--- config.mk ---
export PLATFORM = sky130hd
export DESIGN_NAME = pls_cnt_mod
export DESIGN_NICKNAME = d
export VERILOG_FILES = /design/src/rtl/pls_cnt_mod.sv
export SDC_FILE = /design/constraint.sdc
export NUM_CORES = 1
export LEC_CHECK = 0
export ABC_AREA = 1
export CAP_MARGIN = 20
export CORE_MARGIN = 5
export CORE_UTILIZATION = 40
export DETAILED_ROUTE_END_ITERATION = 8
export DONT_BUFFER_PORTS = 1
export SLEW_MARGIN = 15
export SYNTH_ARGS = -nofsm -noshare
export SYNTH_HDL_FRONTEND = slang
export SYNTH_SLANG_ARGS = --single-unit
--- constraint.sdc ---
create_clock -name clk -period 5.2 [get_ports clk]
set_clock_uncertainty 0.2 [all_clocks]
set_input_delay 1.04 -clock clk [delete_from_list [all_inputs] [get_ports clk]]
set_output_delay 1.04 -clock clk [all_outputs]
set_load 0.01 [all_outputs]
--- src/rtl/pls_cnt_mod.sv ---
// Modulo-MOD up/down pulse counter for one digit of the watch time chain.
// Synchronises plsi/clr, counts the selected plsi edge, loads, and strobes co on wrap/borrow.
module pls_cnt_mod #(
    parameter int MOD  = 60,
    parameter int W    = 6,
    parameter int HALF = MOD / 2,
    parameter bit EDGE = 1'b0
) (
    input  logic         clk,
    input  logic         rst,
    input  logic         clr,
    input  logic         plsi,
    input  logic         en,
    input  logic         dn,
    input  logic         ld,
    input  logic [W-1:0] ld_val,
    output logic [W-1:0] qout,
    output logic         plso,
    output logic         co
);

    localparam logic [W-1:0] ZERO_C = {W{1'b0}};
    localparam logic [W-1:0] ONE_C  = {{(W-1){1'b0}}, 1'b1};
    localparam logic [W-1:0] MAX_C  = W'(MOD - 1);
    // One extra bit so MOD == 2**W and HALF == MOD still compare correctly.
    localparam logic [W:0]   MOD_X  = (W+1)'(MOD);
    localparam logic [W:0]   HALF_X = (W+1)'(HALF);

    logic         clr_s0_q, clr_s1_q;
    logic         pl_s0_q, pl_s1_q;
    logic [W-1:0] qout_q, qout_d;
    logic         plso_q, plso_d;
    logic         co_q, co_d;
    logic         clr_ev_s;
    logic         pl_ev_s;

    function automatic logic [W-1:0] sat_load(input logic [W-1:0] v);
        if ({1'b0, v} >= MOD_X) begin
            return MAX_C;
        end else begin
            return v;
        end
    endfunction

    function automatic logic at_half(input logic [W-1:0] v);
        return ({1'b0, v} >= HALF_X);
    endfunction

    // Two-flop synchronisers for the asynchronous clear and count pulse inputs.
    always_ff @(posedge clk or negedge rst) begin
        if (!rst) begin
            clr_s0_q <= 1'b0;
            clr_s1_q <= 1'b0;
            pl_s0_q  <= 1'b0;
            pl_s1_q  <= 1'b0;
        end else begin
            clr_s0_q <= clr;
            clr_s1_q <= clr_s0_q;
            pl_s0_q  <= plsi;
            pl_s1_q  <= pl_s0_q;
        end
    end

    assign clr_ev_s = clr_s0_q & ~clr_s1_q;
    assign pl_ev_s  = EDGE ? (pl_s0_q & ~pl_s1_q) : (pl_s1_q & ~pl_s0_q);

    // Next-state: clear beats load, load beats an enabled pulse.
    always_comb begin
        qout_d = qout_q;
        plso_d = plso_q;
        co_d   = 1'b0;
        if (clr_ev_s) begin
            qout_d = ZERO_C;
            plso_d = 1'b0;
        end else if (ld) begin
            qout_d = sat_load(ld_val);
            plso_d = at_half(qout_d);
        end else if (pl_ev_s && en) begin
            if (!dn) begin
                if (qout_q >= MAX_C) begin
                    qout_d = ZERO_C;
                    co_d   = 1'b1;
                end else begin
                    qout_d = qout_q + ONE_C;
                end
            end else begin
                if (qout_q == ZERO_C) begin
                    qout_d = MAX_C;
                    co_d   = 1'b1;
                end else begin
                    qout_d = qout_q - ONE_C;
                end
            end
            plso_d = at_half(qout_d);
        end else begin
            qout_d = qout_q;
            plso_d = plso_q;
        end
    end

    // Counter state and registered outputs.
    always_ff @(posedge clk or negedge rst) begin
        if (!rst) begin
            qout_q <= ZERO_C;
            plso_q <= 1'b0;
            co_q   <= 1'b0;
        end else begin
            qout_q <= qout_d;
            plso_q <= plso_d;
            co_q   <= co_d;
        end
    end

    assign qout = qout_q;
    assign plso = plso_q;
    assign co   = co_q;

endmodule
==> results by stage <==
Yosys:
- The post-synthesis cell count is 129.
- The post-synth net total is 146.
- The sequential cell area fraction in the yosys report is 33.5%.
- After synthesis the cells add up to 897 sq um.
- In the synthesized netlist the dominant register cell turns out to be sky130_fd_sc_hd__dfrtp_1.
- The synthesized design contains 0 enable-type register cells.
- The proportion of synthesized flip-flops having asynchronous set or reset is 100%.
- The synthesized design spends more area on one cell type than any other, namely sky130_fd_sc_hd__dfrtp_1.
- Yosys attributes the largest share of cell area to sky130_fd_sc_hd__dfrtp_1, sky130_fd_sc_hd__nand2_1, sky130_fd_sc_hd__ha_1.
- The number of synthesized register bits is 12.
- Yosys printed 0 warnings.
- The top cell type's share of synthesized area is about a third.
- The number of library cell types mapped by synthesis is 23.
- The average instance in the mapped netlist occupies between 6 and 7 sq um.

Drt:
- The final routed DRC violation total is 0.
- Using the TritonRoute via totals, the vias-per-cell ratio works out to 5.22.
- Dividing the detail-routed wire length by the instance count gives ~13 microns.
- The number of nets with antenna violations after detailed routing is 0.
- For this block, the initial DRC count from the detailed router was 9.
- The via count is 830.
- The first detailed-routing pass took 4 iterations.
- The wire length reported by the detailed router is 2.03 mm.

Layout:
- The area taken by multi-input logic gates is 520 sq um.
- The core utilization of the finished layout is 43.9%.
- The share of post-route cells with drive strength above 1 is about 16%.
- At the end of the flow, the number of nets in the layout was about 150.
- The count of placed standard cells in the final layout, fillers left out is 159.
- Counting the fill cells in the layout gives 246.
- From synthesis to final layout, the design area changed by 6.14%.
- The storage element area is 300 sq um.
- The post-route standard cell area excluding fillers is 952 sq um.
- The number of antenna repair diodes is 0.

Clock tree:
- The CTS tree is yes.
- The post-CTS clock slew at the launch and capture registers of the worst setup and hold paths is 0.07 ns.
- For this design, the CTS-stage hold fixing added 0 buffers.
- The post-CTS setup repair buffer count is 0.
- The TritonCTS buffer count is 3.
- The number of H-tree branching levels is 1.
- After clock tree synthesis, the repair step resized 0 gates.
- The root buffer cell is sky130_fd_sc_hd__clkbuf_4.
- The sink count of the clock tree is 12.
- Clock latency on the worst-skew pair, taken at its later pin, is 0.28 ns.
- The clock passes through at most 2 buffers.

Global routing:
- The overall track demand over capacity in global routing is 13.6%.
- Entering global routing, the biggest net connects 13 pins.
- The met1 global-route usage is approximately 18%.
- The number of antenna violations at the first check in global routing was 0.
- In this run the most used layer during global routing was met2.
- The total overflow reported by the global router is 0.
- The routing usage on met3 is 2.94%.
- The met2 global-route usage is 21.0%.
- The first global-routing pass estimated 3.51 mm of wire.
- The via count of the first global-routing pass is 758.

Timing:
- The timing-limited maximum frequency is between 0.4 and 0.5 GHz.
- The final-report max-slew violation count came to 0.
- Setup repair after global routing left no endpoint under its margin.
- The portion of the clock cycle consumed by the worst path in the final layout is 41.9%.
- The post-layout worst setup margin is 3.02 ns.
- The setup TNS is 0 ns.
- The minimum clock period is around 2.2 ns.
- Headroom to the max-slew limit came out at 66.4%.
- The total setup violations reported at the end of the flow is 0.
- The final-report hold violation count was 0.
- The worst hold-check slack is just over 0.2 ns.
- At the pin with the least slew margin, the transition time is 0.504 ns.

Placement:
- After legalization and detailed placement, the total HPWL measured 1.65 mm.
- After detailed placement, the design holds a cell count of 155.
- The placement-stage cell area is 916 sq um.
- During placement, the flow inserted port buffers numbering 0.
- Routability-driven placement finished with a final weighted congestion of 0.876.
- The worst setup timing slack at the placement stage is 2.97 ns.

Die:
- Measured along the y axis, the die boundary spans 57.4 microns.
- The core region area is 2170 sq um.
- The floorplan step defined a die boundary enclosing 3290 sq um.
- The number of placement rows is 17.
- The floorplan step set the die width to 57.4 microns.
- The number of primary I/O pins is 21.
- The initial utilization of the core area, before any placement, comes to between 40% and 50%.

Setup path:
- In this run the worst path has a maximum fanout of 10.
- The required time at the worst-slack endpoint is between 3 and 4 ns.
- By startpoint and endpoint, the worst setup path is classified as flip-flop to output port.
- The kind of start point of the critical path is a flip-flop.
- The critical path endpoint category is an output port.
- STA puts the critical path data arrival time at 0.94 ns.

Pwr:
- Power spread over the standard cell area amounts to 312 nW/um^2.
- Across the VDD grid, the largest voltage drop is 0.169 mV.
- The leakage power figure is ~0.46 nW.
- The design draws 297 uW.

Min path:
- The worst hold path belongs to the class flip-flop to flip-flop.

Job:
- Max-cap violations in this run came to 0.

Run status:
- The flow ran to the end, and the final reports show no timing, DRC or antenna violations.
-- placed cells by master (no fill, tap or decap) --
cell,count
sky130_fd_sc_hd__nor2_4,2
sky130_fd_sc_hd__nor3_4,1
sky130_fd_sc_hd__or2_1,1
sky130_fd_sc_hd__o21ai_1,6
sky130_fd_sc_hd__ha_1,4
sky130_fd_sc_hd__o22ai_1,4
sky130_fd_sc_hd__clkbuf_8,1
sky130_fd_sc_hd__nand3b_1,1
sky130_fd_sc_hd__o21ai_2,2
sky130_fd_sc_hd__nand3_1,9
sky130_fd_sc_hd__nor2_2,4
sky130_fd_sc_hd__a21oi_1,3
sky130_fd_sc_hd__nor3_1,2
sky130_fd_sc_hd__o21ai_0,3
sky130_fd_sc_hd__clkbuf_4,3
sky130_fd_sc_hd__nand2_1,37
sky130_fd_sc_hd__nand3_2,1
sky130_fd_sc_hd__nand4_1,3
sky130_fd_sc_hd__nand2_2,3
sky130_fd_sc_hd__nor2_1,13
sky130_fd_sc_hd__inv_1,12
sky130_fd_sc_hd__inv_2,4
sky130_fd_sc_hd__dfrtp_1,12
-- synthesized netlist by cell type (2+ instances only) --
library cell              count
sky130_fd_sc_hd__ha_1         4
sky130_fd_sc_hd__nand2_1     37
sky130_fd_sc_hd__nor2_1      13
sky130_fd_sc_hd__nor3_1       2
sky130_fd_sc_hd__nor2_2       4
sky130_fd_sc_hd__o22ai_1      4
sky130_fd_sc_hd__o21ai_2      2
sky130_fd_sc_hd__nor2_4       2
sky130_fd_sc_hd__inv_2        4
sky130_fd_sc_hd__nand2_2      3
sky130_fd_sc_hd__inv_1       12
sky130_fd_sc_hd__nand4_1      3
sky130_fd_sc_hd__nand3_1      9
sky130_fd_sc_hd__o21ai_0      3
sky130_fd_sc_hd__dfrtp_1     12
sky130_fd_sc_hd__a21oi_1      3
sky130_fd_sc_hd__o21ai_1      6
-- path summary, 6_finish.rpt --
| check | start | to | slack [ns] | cells past startpoint |
|---|---|---|---|---|
| max in group asynchronous | rst | co | 4.48 | 0 |
| setup / recovery | qout[2] | qout[2] | 3.02 | 0 |
| hold reg to reg | clr_s0_q | clr_s1_q | 0.21 | 0 |
| min in group asynchronous | rst | qout[2] | 0.25 | 0 |
| hold / removal | clr_s0_q | clr_s1_q | 0.21 | 0 |
| setup reg to reg | qout[0] | plso | 3.24 | 13 |
-- routing by layer --
layer	wire, microns	part of all wire (%)
met1	878	43
met2	939	46
met3	164	8.1
met4	49	2.4
met5	0	0
-- power breakdown --
group	switching (mW)	internal, mW
combinational	0.0572	0.0350
clock	0.0319	0.0426
sequential	0.0265	0.104
total	0.116	0.181
-- cell type report --
| type | count | share of cell area (%) |
|---|---|---|
| well taps | 28 | 3.68 |
| clock buffers | 4 | 3.81 |
| inverters | 16 | 6.31 |
| flip-flops and latches | 12 | 31.5 |
| multi-input cells | 99 | 54.7 |
-- sequential cells by signal, summed over array words and instances, names as in the netlist --
register / flops
qout: 6
clr_s0_q: 1
clr_s1_q: 1
co: 1
pl_s0_q: 1
pl_s1_q: 1
plso: 1
-- kinds of logic after synthesis --
family                   after synthesis  synth area share (%)
AND/OR/NAND/NOR                       77                  41.0
AO/OA/AOI/OAI                         18                  11.4
buffers and inverters                 18                  8.51
flip-flops                            12                  33.5
adder cells (fa/ha/maj)                4                  5.58
Power figures use the tool's default switching activity.
